**src/rtl/dmux_pkg.sv**
```systemverilog
// Shared types and sizes for the 8-way serial-to-parallel distributor.
// Holds address width, output count, the frame state enum and a bit-select helper.
package dmux_pkg;

    localparam int ADDR_W = 3;
    localparam int N_OUT  = 8;

    typedef enum logic [1:0] {
        IDLE,
        FILL,
        DONE
    } state_t;

    function automatic logic [N_OUT-1:0] bit_sel(input logic [ADDR_W-1:0] a);
        return N_OUT'(1) << a;
    endfunction

endpackage

```
**src/rtl/dmux8_distributor_if.sv**
```systemverilog
// Bus bundle for dmux8_distributor: En/S/D/Valid in, Yn/Q/Done out.
// master = stimulus side, slave = distributor side.
interface dmux8_distributor_if;
    import dmux_pkg::*;

    logic              En;
    logic [ADDR_W-1:0] S;
    logic              D;
    logic              Valid;
    logic [N_OUT-1:0]  Yn;
    logic [N_OUT-1:0]  Q;
    logic              Done;

    modport master (
        output En, S, D, Valid,
        input  Yn, Q, Done
    );

    modport slave (
        input  En, S, D, Valid,
        output Yn, Q, Done
    );

endinterface

```
**src/rtl/dec3_8.sv**
```systemverilog
// Combinational 3-to-8 active-low decoder with active-low enable.
// Ports: en_n (enable, low), a (address), y_n (one-hot-low, all ones when disabled).
module dec3_8
    import dmux_pkg::*;
(
    input  logic              en_n,
    input  logic [ADDR_W-1:0] a,
    output logic [N_OUT-1:0]  y_n
);

    assign y_n = en_n ? '1 : ~bit_sel(a);

endmodule

```
**src/rtl/dmux8_distributor.sv**
```systemverilog
// Serial bit distributor: writes D into a working byte at addr, publishes it on Q
// when all 8 bits are written, pulsing Done for one cycle. Ports: clk, rst
// (async, high), bus (slave modport: En, S, D, Valid -> Yn, Q, Done).
// Build option DMUX_AUTO_INC_EN: address from an internal wrapping counter, S ignored.
module dmux8_distributor
    import dmux_pkg::*;
(
    input  logic                 clk,
    input  logic                 rst,
    dmux8_distributor_if.slave   bus
);

    state_t            state;
    logic [N_OUT-1:0]  w;
    logic [N_OUT-1:0]  m;
    logic [N_OUT-1:0]  q;
    logic              done;
    logic [ADDR_W-1:0] addr;
    logic [N_OUT-1:0]  sel;
    logic [N_OUT-1:0]  w_next;
    logic [N_OUT-1:0]  m_next;
    logic              wr;
    logic              complete;

`ifdef DMUX_AUTO_INC_EN
    logic [ADDR_W-1:0] cnt;
    logic              unused_s;

    assign unused_s = ^bus.S;
    assign addr     = cnt;
`else
    assign addr = bus.S;
`endif

    assign wr       = ~bus.En & bus.Valid;
    assign sel      = bit_sel(addr);
    assign w_next   = bus.D ? (w | sel) : (w & ~sel);
    assign m_next   = m | sel;
    // Completion uses the merged mask so the last bit lands on the same edge.
    assign complete = wr & (&m_next);

    always_ff @(posedge clk or posedge rst) begin
        if (rst) begin
            state <= IDLE;
            w     <= '0;
            m     <= '0;
            q     <= '0;
            done  <= 1'b0;
`ifdef DMUX_AUTO_INC_EN
            cnt   <= '0;
`endif
        end else begin
            done <= 1'b0;
            if (wr) begin
                w <= w_next;
`ifdef DMUX_AUTO_INC_EN
                cnt <= cnt + ADDR_W'(1);
`endif
                if (complete) begin
                    q     <= w_next;
                    m     <= '0;
                    done  <= 1'b1;
                    state <= DONE;
                end else begin
                    m     <= m_next;
                    state <= FILL;
                end
            end else if (state == DONE) begin
                state <= IDLE;
            end
        end
    end

    assign bus.Q    = q;
    assign bus.Done = done;

    dec3_8 u_dec (
        .en_n (bus.En),
        .a    (addr),
        .y_n  (bus.Yn)
    );

endmodule

```
**src/flat_wrapper.sv**
```systemverilog
// flat-port wrapper written by rule: the top's interface ports become plain ports
module dmux8_distributor_flat import dmux_pkg::*;
  (clk, rst, bus_En, bus_S, bus_D, bus_Valid, bus_Yn, bus_Q, bus_Done);
  dmux8_distributor_if bus_i ();
  input  logic clk;
  input  logic rst;
  input wire logic [$bits(bus_i.En)-1:0] bus_En;
  input wire logic [$bits(bus_i.S)-1:0] bus_S;
  input wire logic [$bits(bus_i.D)-1:0] bus_D;
  input wire logic [$bits(bus_i.Valid)-1:0] bus_Valid;
  output wire logic [$bits(bus_i.Yn)-1:0] bus_Yn;
  output wire logic [$bits(bus_i.Q)-1:0] bus_Q;
  output wire logic [$bits(bus_i.Done)-1:0] bus_Done;
  assign bus_i.En = bus_En;
  assign bus_i.S = bus_S;
  assign bus_i.D = bus_D;
  assign bus_i.Valid = bus_Valid;
  assign bus_Yn = bus_i.Yn;
  assign bus_Q = bus_i.Q;
  assign bus_Done = bus_i.Done;
  dmux8_distributor u_core (.clk(clk), .rst(rst), .bus(bus_i));
endmodule
```
**config.mk**
```make
export PLATFORM = sky130hd
export DESIGN_NAME = dmux8_distributor_flat
export DESIGN_NICKNAME = d
export VERILOG_FILES = /design/src/rtl/dmux_pkg.sv /design/src/rtl/dmux8_distributor_if.sv /design/src/rtl/dec3_8.sv /design/src/rtl/dmux8_distributor.sv /design/src/flat_wrapper.sv
export SDC_FILE = /design/constraint.sdc
export NUM_CORES = 1
export LEC_CHECK = 0
export ABC_AREA = 0
export BUFFER_PORTS_ARGS = -buffer_cell sky130_fd_sc_hd__buf_2
export CAP_MARGIN = 25
export CORE_ASPECT_RATIO = 0.8
export CORE_MARGIN = 2
export CORE_UTILIZATION = 58
export CTS_CLUSTER_DIAMETER = 30
export CTS_CLUSTER_SIZE = 28
export DETAILED_ROUTE_END_ITERATION = 7
export GPL_ROUTABILITY_DRIVEN = 0
export PLACE_DENSITY = 0.83
export SLEW_MARGIN = 15
export SYNTH_ARGS = -nofsm -noshare
export SYNTH_HDL_FRONTEND = slang
export SYNTH_HIERARCHICAL = 1
export SYNTH_SLANG_ARGS = --single-unit
export TNS_END_PERCENT = 1
```
**constraint.sdc**
```tcl
create_clock -name clk -period 4.7 [get_ports clk]
set_input_delay 1.41 -clock clk [delete_from_list [all_inputs] [get_ports clk]]
set_output_delay 1.41 -clock clk [all_outputs]
set_load 0.1 [all_outputs]
```
==> results.py <==
metrics = {
    "placed_design": {
        "dp_hpwl_um": 1560,
        "port_buffers": 24,
        "place_inst": 155,
        "postPlaceCellArea_mm2": 0.00143,
    },
    "floorplanning": {
        "dieArea_mm2": 0.00268,
        "core_area_mm2": 0.00216,
        "die-width_um": 57.3,
        "ios": 25,
        "row_count": 15,
        "start_util": 0.612,
        "fp.dieH_um": 46.7,
    },
    "sta": {
        "fin_crit_sh": 0.820,
        "setup_violations": 0,
        "setup_tns_ns": 0,
        "rsz0062_at_grt": "false",
        "clock_skew_ns": 0.00558,
        "relSlewSlack": 0.672,
        "drv_slew": 0,
        "holdWs_ns": 0.518,
        "worst_pin_slew_ns": 0.491,
        "max_freq_ghz": 0.259,
        "finalHoldViolCount": 0,
        "fin_crit_ns": 3.85,
    },
    "logic_synthesis": {
        "synth.area.top_cells": "dfrtp_1, mux2_2, buf_6",
        "post_synth_and_or_nand_nor_area_fraction": 0.225,
        "synthesis.area_mm2": 0.00132,
        "yosysUniqueCellTypes": 28,
        "synth_cells": 110,
        "synth_compound_gate_area_share": 0.0398,
        "synth-seq-cells": 25,
        "avgSynthCellArea_um2": 12.0,
        "yosysSeqAreaShare": 0.474,
        "synth-xor-area-share": 0,
        "synth.largest_area_cell": "dfrtp_1",
        "ys_warn_count": 6,
        "yosysTopAreaCellShare": 0.474,
        "muxShareOfSynthArea": 0.216,
        "synth_top_family_by_area": "simple AND/OR/NAND/NOR gates",
        "syn-num-nets": 118,
        "synthAdderAreaFrac": 0,
    },
    "outcome": {
        "run_status": "completed",
    },
    "global_routing": {
        "grt_pass1_wl_um": 3530,
        "grt_usage": 0.182,
        "antenna_found_initial": 0,
        "grt_pass1_vias": 781,
        "grt.overflow.total": 0,
        "grt_max_degree": 26,
    },
    "clock_network": {
        "clk_latency_ns": 0.32,
        "clkSinkCount": 25,
        "ctsRootBufferMaster": "clkbuf_4",
        "cts_max_level": 1,
        "cts_setup_buffers": 0,
        "cts_hold_buf": 0,
        "cts_tree": "yes",
        "cts_resized": 0,
        "numCtsBuffers": 3,
        "cts_buffer_depth": 2,
        "clk_pin_slew_worst_paths_ns": 0.13,
    },
    "cells_and_area": {
        "diodes": 0,
        "final_common_cell": "dfrtp_1",
        "layout.nets": 144,
        "fill_cells": 154,
        "fin_area_mm2": 0.00148,
        "synthToLayoutAreaGrowth_pct": 11.8,
        "mostFrequentLayoutCells": "dfrtp_1, buf_2, mux2_2",
        "drive_gt1_frac": 0.452,
        "seqCellArea_um2": 626,
        "finalNonFillerCells": 160,
        "multi_input_area_um2": 634,
        "final_util": 0.683,
    },
    "drt": {
        "drtIter0Drc": 14,
        "wl_um": 2270,
        "drc_errors": 0,
        "vias": 875,
        "wire_per_inst_um": 14.2,
        "firstDrtPassIters": 4,
        "antenna_left": 0,
        "vias_per_cell": 5.47,
    },
    "worst_setup_path": {
        "r2r_start": "u_core/m[6]$_DFFE_PP0P_",
        "r2r_setup_slack_ns": 2.75,
        "ff2ff_path_depth": 6,
        "crit_top_cell": "buf_2",
        "crit_required_ns": 3.29,
        "crit_path_start": "bus_S[2]",
        "critPathBufInv": 2,
        "cp-end-kind": "output port",
        "crit_family": "simple AND/OR/NAND/NOR gates",
        "cpPeakStageDelay_ns": 0.53,
        "cp_max_fo": 20,
        "worstSetupStartpointType": "input port",
        "cp.depth": 3,
        "crit_arrival_ns": 2.44,
        "worstSetupEndpoint": "bus_Yn[2]",
        "reg2reg_to": "u_core/bus.Q[5]$_DFFE_PP0P_",
        "cp_slowest_cell": "or4b_1",
        "worstPathCellList": "buf_2 -> or4b_1 -> buf_2",
        "worst-setup-path-type": "in2out",
    },
    "run": {
        "drv_cap": 0,
    },
    "power": {
        "power.switching_uw": 340,
        "clockPowerShare": 0.125,
        "p_int_uw": 415,
        "power.density_mw_per_mm2": 512,
        "leakage_uw": 0.000674,
        "p_comb_frac": 0.448,
        "seq_power_share": 0.427,
        "peakVddDrop_v": 0.000406,
        "switching_share": 0.450,
    },
    "worst_hold_path": {
        "hold_path_depth": 1,
        "hold_class": "reg2reg",
    },
}
==> layer usage <==
layer | vias to the layer above | GRT usage | routed length, um | part of all wire
met5 | - | 0 | 0 | 0
met4 | 0 | 0.0558 | 21 | 0.0093
met3 | 4 | 0.0618 | 66 | 0.029
met2 | 10 | 0.301 | 1080 | 0.48
met1 | 420 | 0.230 | 1100 | 0.48
li1 | 441 | - | - | -
==> final cells by class <==
| cell class | instances | area share |
|---|---|---|
| Clock buffer | 3 | 0.0153 |
| Clock inverter | 1 | 0.00509 |
| Inverter | 3 | 0.00763 |
| Multi-Input combinational cell | 77 | 0.430 |
| Sequential cell | 25 | 0.424 |
| Tap cell | 25 | 0.0212 |
| Timing Repair Buffer | 26 | 0.0967 |
==> cell usage after synthesis <==
| library cell | instances |
|---|---|
| nand2_1 | 7 |
| mux2_2 | 24 |
| nor3b_1 | 1 |
| nor2_1 | 12 |
| nor3b_2 | 1 |
| nand3b_1 | 1 |
| nor2b_1 | 2 |
| o21ai_1 | 1 |
| nand4_1 | 1 |
| inv_1 | 3 |
| nor2b_4 | 2 |
| nand3_1 | 3 |
| and2b_1 | 1 |
| clkbuf_1 | 1 |
| a22oi_1 | 3 |
| and2b_2 | 1 |
| or4b_1 | 3 |
| nor4b_4 | 1 |
| o21ai_0 | 1 |
| or4_1 | 1 |
| dfrtp_1 | 25 |
| nand4b_1 | 1 |
| nand2b_1 | 1 |
| nor3_2 | 1 |
| buf_6 | 4 |
| mux2_4 | 1 |
| a21oi_1 | 4 |
| nand4bb_1 | 3 |
==> per-stage QoR <==
| stage | total power [uW] | worst slack, ns |
|---|---|---|
| 6_report | 755 | 0.846 |
| 5_1_grt | 799 | 0.785 |
| 4_1_cts | 758 | 0.848 |
| 3_5_place_dp | 664 | 0.848 |
| 3_3_place_gp | 653 | 0.866 |
| 2_1_floorplan | 608 | 0.881 |
==> power groups by stage <==
stage | Sequential, uW | Clock [uW] | Combinational (uW)
4_1_cts | 321 | 98.9 | 338
3_3_place_gp | 322 | 0 | 332
3_5_place_dp | 326 | 0 | 338
5_1_grt | 329 | 110 | 360
6_report | 322 | 94.7 | 338
2_1_floorplan | 462 | 0 | 146
==> logic make-up (layout without fill, tap and decap cells) <==
| group | count (synthesis) | count (layout) |
|---|---|---|
| mux | 25 | 25 |
| compound gates | 9 | 9 |
| simple gates | 43 | 43 |
| buf+inv | 8 | 33 |
| flops | 25 | 25 |
==> sequential cells by signal, indices dropped and copies added, names as in the netlist <==
register / cells
u_core/bus.Done: 1
u_core/w: 8
u_core/bus.Q: 8
u_core/m: 8
==> how the worst min path moves through the flow <==
stage / start / end / slack (ns)
floorplan: u_core/m[0]$_DFFE_PP0P_ / u_core/m[0]$_DFFE_PP0P_ / 0.46
global placement: u_core/m[0]$_DFFE_PP0P_ / u_core/m[0]$_DFFE_PP0P_ / 0.48
detailed placement: u_core/m[1]$_DFFE_PP0P_ / u_core/m[1]$_DFFE_PP0P_ / 0.49
CTS: u_core/m[1]$_DFFE_PP0P_ / u_core/m[1]$_DFFE_PP0P_ / 0.52
global route: u_core/w[6]$_DFFE_PP0P_ / u_core/w[6]$_DFFE_PP0P_ / 0.54
finish: u_core/w[6]$_DFFE_PP0P_ / u_core/w[6]$_DFFE_PP0P_ / 0.52
(Power assumes the default switching activity.)
